**src/rtl/uart_cmd_pkg.sv**
```systemverilog
// Shared types and constants for the UART command parser.
// Holds the parser FSM encoding, the default sync marker and opcodes.
package uart_cmd_pkg;

    typedef enum logic [1:0] {
        HUNT,
        OPCODE,
        PAYLOAD,
        CHECK
    } state_t;

    localparam logic [7:0] DEFAULT_SYNC = 8'hA5;

    // CORDIC engine command set
    localparam logic [7:0] OP_SINCOS = 8'h01;
    localparam logic [7:0] OP_ATAN   = 8'h02;
    localparam logic [7:0] OP_MAG    = 8'h03;

endpackage

```
**src/rtl/uart_cmd_parser.sv**
```systemverilog
// Frames UART bytes into checksummed commands with a one-deep output
// register, inter-byte timeout and parity-error abort.
module uart_cmd_parser
    import uart_cmd_pkg::*;
#(
    parameter logic [7:0] SYNC_BYTE      = DEFAULT_SYNC,
    parameter int         PAYLOAD_BYTES  = 4,
    parameter int         TIMEOUT_CYCLES = 100_000
) (
    input  logic                       i_clk,
    input  logic                       i_rst,
    input  logic [7:0]                 i_rx_byte,
    input  logic                       i_rx_byte_valid,
    input  logic                       i_rx_err,
    output logic [7:0]                 o_cmd_opcode,
    output logic [8*PAYLOAD_BYTES-1:0] o_cmd_data,
    output logic                       o_cmd_valid,
    input  logic                       i_cmd_ready,
    output logic                       o_frame_err,
    output logic                       o_overflow
);

    localparam int IDX_W  = (PAYLOAD_BYTES > 1) ? $clog2(PAYLOAD_BYTES) : 1;
    localparam int TCNT_W = (TIMEOUT_CYCLES > 2) ? $clog2(TIMEOUT_CYCLES) : 1;
    localparam logic [IDX_W-1:0]  LAST_IDX = IDX_W'(PAYLOAD_BYTES - 1);
    localparam logic [TCNT_W-1:0] TLIM     = TCNT_W'(TIMEOUT_CYCLES - 1);

    state_t                     state, state_d;
    logic [IDX_W-1:0]           idx, idx_d;
    logic [7:0]                 xor_q, xor_d;
    logic [TCNT_W-1:0]          tcnt, tcnt_d;
    logic [7:0]                 op_sh, op_d;
    logic [8*PAYLOAD_BYTES-1:0] data_sh, data_d;
    logic                       err_d;
    logic                       done;
    logic                       load;

    always_comb begin
        state_d = state;
        idx_d   = idx;
        xor_d   = xor_q;
        tcnt_d  = tcnt;
        op_d    = op_sh;
        data_d  = data_sh;
        err_d   = 1'b0;
        done    = 1'b0;
        if (state == HUNT) begin
            tcnt_d = '0;
            if (i_rx_byte_valid && i_rx_byte == SYNC_BYTE) begin
                state_d = OPCODE;
            end
        end else if (i_rx_err) begin
            state_d = HUNT;
            idx_d   = '0;
            tcnt_d  = '0;
            err_d   = 1'b1;
        end else if (i_rx_byte_valid) begin
            tcnt_d = '0;
            unique case (state)
                OPCODE: begin
                    op_d    = i_rx_byte;
                    xor_d   = i_rx_byte;
                    idx_d   = '0;
                    state_d = PAYLOAD;
                end
                PAYLOAD: begin
                    for (int i = 0; i < PAYLOAD_BYTES; i++) begin
                        if (idx == IDX_W'(i)) begin
                            data_d[i*8 +: 8] = i_rx_byte;
                        end
                    end
                    xor_d = xor_q ^ i_rx_byte;
                    if (idx == LAST_IDX) begin
                        idx_d   = '0;
                        state_d = CHECK;
                    end else begin
                        idx_d = idx + IDX_W'(1);
                    end
                end
                CHECK: begin
                    state_d = HUNT;
                    done    = (i_rx_byte == xor_q);
                    err_d   = (i_rx_byte != xor_q);
                end
                default: state_d = HUNT;
            endcase
        end else if (tcnt == TLIM) begin
            state_d = HUNT;
            idx_d   = '0;
            tcnt_d  = '0;
            err_d   = 1'b1;
        end else begin
            tcnt_d = tcnt + TCNT_W'(1);
        end
    end

    // A completed frame only loads when the output slot is free or draining
    assign load = done && (!o_cmd_valid || i_cmd_ready);

    always_ff @(posedge i_clk or posedge i_rst) begin
        if (i_rst) begin
            state <= HUNT;
            idx   <= '0;
            xor_q <= '0;
            tcnt  <= '0;
            op_sh <= '0;
            data_sh <= '0;
        end else begin
            state <= state_d;
            idx   <= idx_d;
            xor_q <= xor_d;
            tcnt  <= tcnt_d;
            op_sh <= op_d;
            data_sh <= data_d;
        end
    end

    always_ff @(posedge i_clk or posedge i_rst) begin
        if (i_rst) begin
            o_cmd_opcode <= '0;
            o_cmd_data   <= '0;
            o_cmd_valid  <= 1'b0;
            o_frame_err  <= 1'b0;
            o_overflow   <= 1'b0;
        end else begin
            o_frame_err <= err_d;
            o_overflow  <= done && o_cmd_valid && !i_cmd_ready;
            if (load) begin
                o_cmd_opcode <= op_sh;
                o_cmd_data   <= data_sh;
                o_cmd_valid  <= 1'b1;
            end else if (o_cmd_valid && i_cmd_ready) begin
                o_cmd_valid <= 1'b0;
            end
        end
    end

endmodule

```
**config.mk**
```make
export PLATFORM = sky130hd
export DESIGN_NAME = uart_cmd_parser
export DESIGN_NICKNAME = d
export VERILOG_FILES = /design/src/rtl/uart_cmd_pkg.sv /design/src/rtl/uart_cmd_parser.sv
export SDC_FILE = /design/constraint.sdc
export NUM_CORES = 1
export LEC_CHECK = 0
export CORE_UTILIZATION = 40
export DETAILED_ROUTE_END_ITERATION = 8
export PLACE_DENSITY = 0.66
export SYNTH_ARGS = -nofsm -noshare
export SYNTH_HDL_FRONTEND = slang
export SYNTH_SLANG_ARGS = --single-unit
```
**constraint.sdc**
```tcl
create_clock -name i_clk -period 5 [get_ports i_clk]
set_clock_uncertainty 0.2 [all_clocks]
set_input_delay 1 -clock i_clk [delete_from_list [all_inputs] [get_ports i_clk]]
set_output_delay 1 -clock i_clk [all_outputs]
set_load 0.01 [all_outputs]
```
### After elaboration in Yosys (flattened, before gate mapping)

Index checks and enable logic that the tools add are counted.

* bits in registers: 112
* input bits: 13
* output and inout port bits: 43
* word-level logic and storage cells: 81

* $add $sub $neg: 2
* eq/ne operators: 13
* mux-type cells: 27
* bitwise gates (word level): 3
* reductions and logical operators: 22

Operator list (number)
* 17-bit 2-to-1 mux: 4
* 5-bit AND reduction: 4
* 2-bit 2-to-1 mux: 9
* 17-bit by 1-bit adder with 17-bit output, second input constant: 1
* 17-bit equality test, second input constant: 1
* 8-bit one-hot mux with 2 select lines: 1
* 1-bit 2-to-1 mux: 11
* 2-bit equality test, second input constant: 4
* 8-bit equality test: 1
* 8-bit equality test, second input constant: 1
* 8-bit inequality test: 1
* 2-bit one-hot mux with 2 select lines: 2
* 4-bit AND reduction: 2
* 8-bit bitwise XOR: 1
* 3-bit AND reduction: 2
* 1-bit logical AND: 5
* 5-bit inequality test, second input constant: 1
* 2-bit by 1-bit equality test with 1-bit output, second input constant: 2
* 2-bit zero test: 2
* 4-bit by 1-bit inequality test with 1-bit output, second input constant: 1
* 2-bit nonzero test: 2
* 4-bit nonzero test: 1
* 3-bit nonzero test: 1
* 2-bit by 1-bit adder with 2-bit output, second input constant: 1
* other kinds (4): 6

### Logic depth before layout (Yosys ltp)

* depth in word-level cells: 7
* depth in mapped cells: 8
* gate-level depth less buffers: 6

### Least setup slack after synthesis

OpenSTA, ideal clock, no wires.

* kind: input to register
* from: input i_rx_byte[1]
* to: register o_cmd_data[30]
* library setup time: 0.125 ns
* arrival: 2.396 ns
* data required time: 4.675 ns
* path slack: 2.280 ns
* stages: 6
* path buffers: 2
* path through: clkbuf_1 xnor2_1 nand2_1 nor4_2 buf_2 mux2_2

* longest elaborated chain between the ends: 6

Ends and longest elaborated chain
* start: declaration: RTL line uart_cmd_parser.sv:12 `input logic [7:0] i_rx_byte,`
* 8-bit equality test: RTL line uart_cmd_parser.sv:82 `done = (i_rx_byte == xor_q);`
* 1-bit 2-to-1 mux: RTL line uart_cmd_parser.sv:59 `unique case (state)`
* 1-bit 2-to-1 mux: RTL line uart_cmd_parser.sv:57 `end else if (i_rx_byte_valid) begin`
* 1-bit 2-to-1 mux: RTL line uart_cmd_parser.sv:52 `end else if (i_rx_err) begin`
* 1-bit 2-to-1 mux: RTL line uart_cmd_parser.sv:47 `if (state == HUNT) begin`
* 1-bit logical AND: RTL line uart_cmd_parser.sv:98 `assign load = done && (!o_cmd_valid || i_cmd_ready);`
* end signal: assignment: RTL line uart_cmd_parser.sv:130 `o_cmd_data <= data_sh;`
* end: declaration: RTL line uart_cmd_parser.sv:16 `output logic [8*PAYLOAD_BYTES-1:0] o_cmd_data,`

Every way passes these cells.
A chain may end at the register's enable or synchronous reset.

### Worst setup path after layout

* from: input i_rx_byte[5]
* to: register o_cmd_data[28]

Same word-level chain as after synthesis.

==> Implementation_results.wiki <==
{| class="wikitable"
! Metric !! Value
|-
| Sum of internal, switching and leakage power || 2146 µW
|-
| Worst vdd rail ir drop || 0.0001782 V
|-
| TritonCTS clock tree || built
|-
| Number of buffers added by the clock tree synthesis step || 9
|-
| Maximum number of pins on one net before global-route repair || 86
|-
| Number of enable flip-flop cells after synthesis || 0
|-
| Portion of the post-synthesis area used by sequential elements || 57.49%
|-
| Postcts setup bufs || 0
|-
| Most common library cell in the layout ignoring fill and taps || dfrtp_1
|-
| Async S/R FF share, synth || 100.0%
|-
| Fillers || 1022
|-
| Post-CTS resize count || 0
|-
| Max transition margin || 31.93%
|-
| Final Net Count || 456
|-
| Number of H-tree levels || 3
|-
| First-pass iteration count of the detailed router || 4
|-
| Average detailed-routed wire length per instance || 16.22 µm
|-
| Routed via count divided by cell count || 5.262
|-
| Crit. End Element || flip-flop
|-
| Worst Hold Class || reg2reg
|-
| Main combinational cell family by area after synthesis || multiplexers
|-
| Storage element area || 2803 µm²
|-
| Timing-limited maximum frequency || 0.2921 GHz
|-
| Layout overhead on the synthesized area || 21.64%
|-
| Die Height || 112.4 µm
|-
| Yosys warnings || 0
|-
| Post-synthesis area per instance || 12.93 µm²
|-
| Synthesized-area fraction occupied by ao, oa, aoi and oai cells || 4.902%
|-
| Clock latency of the later-clocked register in the worst-skew pair || 0.35 ns
|-
| Final max-slew violation count || 0
|-
| Crit path kind || in2reg
|-
| Antenna violations before repair || 0
|-
| Most frequent cells in the layout || dfrtp_1, mux2_2, clkdlybuf4s50_1, nor2_1, nand2_1
|-
| Number of standard cells after synthesis || 377
|-
| Setup TNS || 0 ns
|-
| Multiplexer share of the synthesized area || 18.48%
|-
| Measured slew at the worst slew-check pin || 1.021 ns
|-
| Result of the run || completed
|-
| Main synth FF type || dfrtp_1
|-
| Starting Density || 41.80%
|-
| Basic-gate share of the synthesized area counting and, or, nand and nor cells || 10.57%
|-
| Hold_buf cts || 0
|-
| Smallest setup slack after layout || 1.576 ns
|-
| Worst setup SP type || input pin
|-
| Vias in the first global route || 3064
|-
| Distinct cell type count of the synthesized netlist || 44
|-
| Combined area of the multi-input logic cells || 1973 µm²
|-
| RSZ-0062 raised after global routing || false
|-
| Total count of hold-check failures in the final report || 0
|-
| Final Hold Slack || 0.2919 ns
|-
| Xor-xnor portion of the synthesized cell area || 3.773%
|-
| Static Leak || 0.002690 µW
|-
| Buffers from clock root to sink, at most || 2
|-
| Std-Cell Core Area || 11660 µm²
|-
| Reg clk slew, reported paths || 0.07 ns
|-
| Die area || 12630 µm²
|-
| DRC errors left || 0
|-
| Initial drt markers || 156
|-
| Antenna fix cells || 0
|-
| Worst-case setup slack after placement || 1.205 ns
|-
| Global-route congestion overflow total || 0
|-
| CP Data Required Time || 5.03 ns
|-
| Synthesized Nets || 400
|-
| Power density over cell area || 361.9 nW/µm²
|-
| Number of sinks driven by the clock tree || 112
|-
| Adder-cell share of the synthesized area || 2.567%
|-
| Final setup violation count || 0
|-
| Clock period minus worst slack || 3.424 ns
|-
| Vias after detailed routing || 3057
|-
| CTS Root Cell || clkbuf_16
|-
| Data arrival time at the worst-slack endpoint || 3.46 ns
|-
| Final critical-path share of the clock period || 68.48%
|-
| Antenna Nets Post-Route || 0
|-
| Total Wirelength || 9.425 mm
|-
| Num rows || 39
|-
| Num ports || 56
|-
| Max-capacitance violation count || 0
|-
| HPWL after detailed placement || 6.373 mm
|-
| Yosys reg bits || 112
|-
| Ratio of cells with drive above 1 in the final layout || 25.11%
|-
| Horiz. Die Dim || 112.4 µm
|-
| Port Buf Inserts || 55
|-
| First-pass GRT wire length || 15.88 mm
|-
| Global-route usage over all layers || 16.28%
|-
| Synthesized area || 4875 µm²
|-
| Final RePlAce weighted congestion || 0.8491
|-
| Critical path fanouts, max || 30
|}
-- cell type report --
class                   instances  share of cell area, %
clock buffers                  12                  4.326
inverters                       7                 0.4853
multi-input cells             239                  33.28
well taps                     143                  3.018
repair buffers                 64                  10.64
flip-flops and latches        112                  47.27
clock inverters                 4                 0.9918
-- per-stage QoR --
stage / cells / area [µm²] / utilization [%]
floorplan: 377 / 4875 / -
global placement: 565 / 5614 / 48.14
detailed placement: 565 / 5614 / 48.14
CTS: 581 / 5929 / 50.84
global route: 581 / 5929 / 50.84
finish: 581 / 5929 / 50.84
-- cells by family after synthesis --
kind of cell | count (synthesis)
DFF | 112
adders and majority gates | 10
AOI/OAI and AO/OA | 34
and+or+nand+nor | 94
buffers and inverters | 26
xor gates and xnor gates | 21
muxes | 80
-- state kept, by name, indices dropped and copies added, names as in the netlist --
register	flops
op_sh	8
state	2
data_sh	32
o_cmd_opcode	8
tcnt	17
o_frame_err	1
xor_q	8
o_cmd_data	32
idx	2
o_overflow	1
o_cmd_valid	1
-- report_power, final --
part / switching [µW] / internal (µW)
clock: 331 / 423
sequential: 69.2 / 1010
combinational: 166 / 151
total: 566 / 1580
-- worst max-delay path, stage by stage --
cell and delay [ns]:
clkdlybuf4s50_1 0.61, xnor2_1 0.31, nand4_1 0.21, nor4_4 0.65, buf_12 0.29, mux2_2 0.37
-- synth_stat cells (all sizes together) (3+ instances only) --
library cell  count  share of area, %
dfrtp           112                57
or3               4              0.54
and4              4              0.74
nand3            10               1.3
xor2              7               1.3
clkbuf           12              0.92
inv               7              0.54
a311oi            7               1.3
nand2b            3              0.39
xnor2            14               2.5
nor2             26               2.0
buf               7              0.74
o21ai             5              0.74
nand4             7              0.90
ha               10               2.6
mux2             80                18
nor4bb            3              0.62
and2              3              0.39
nand2            17               1.3
nor3              8              0.82
a21oi            12               1.2
-- per-layer routing --
metal	vias to the layer above	track usage, %	part of all wire, %
met2	53	26.21	48
met4	0	6.400	1.9
met3	15	3.672	3.0
li1	1441	-	-
met5	-	0	0
met1	1548	21.47	47
-- path summary, 6_finish.rpt --
kind                       cells after the start  slack, ns          from               to
setup / recovery                               6       1.58  i_rx_byte[5]   o_cmd_data[28]
hold / removal                                 1       0.29      op_sh[1]  o_cmd_opcode[1]
setup reg to reg                               7       2.01      state[0]   o_cmd_data[28]
hold reg to reg                                1       0.29      op_sh[1]  o_cmd_opcode[1]
max in group asynchronous                      3       2.59         i_rst   o_cmd_data[27]
min in group asynchronous                      2       1.05         i_rst          tcnt[4]
(Power assumes the default switching activity.)
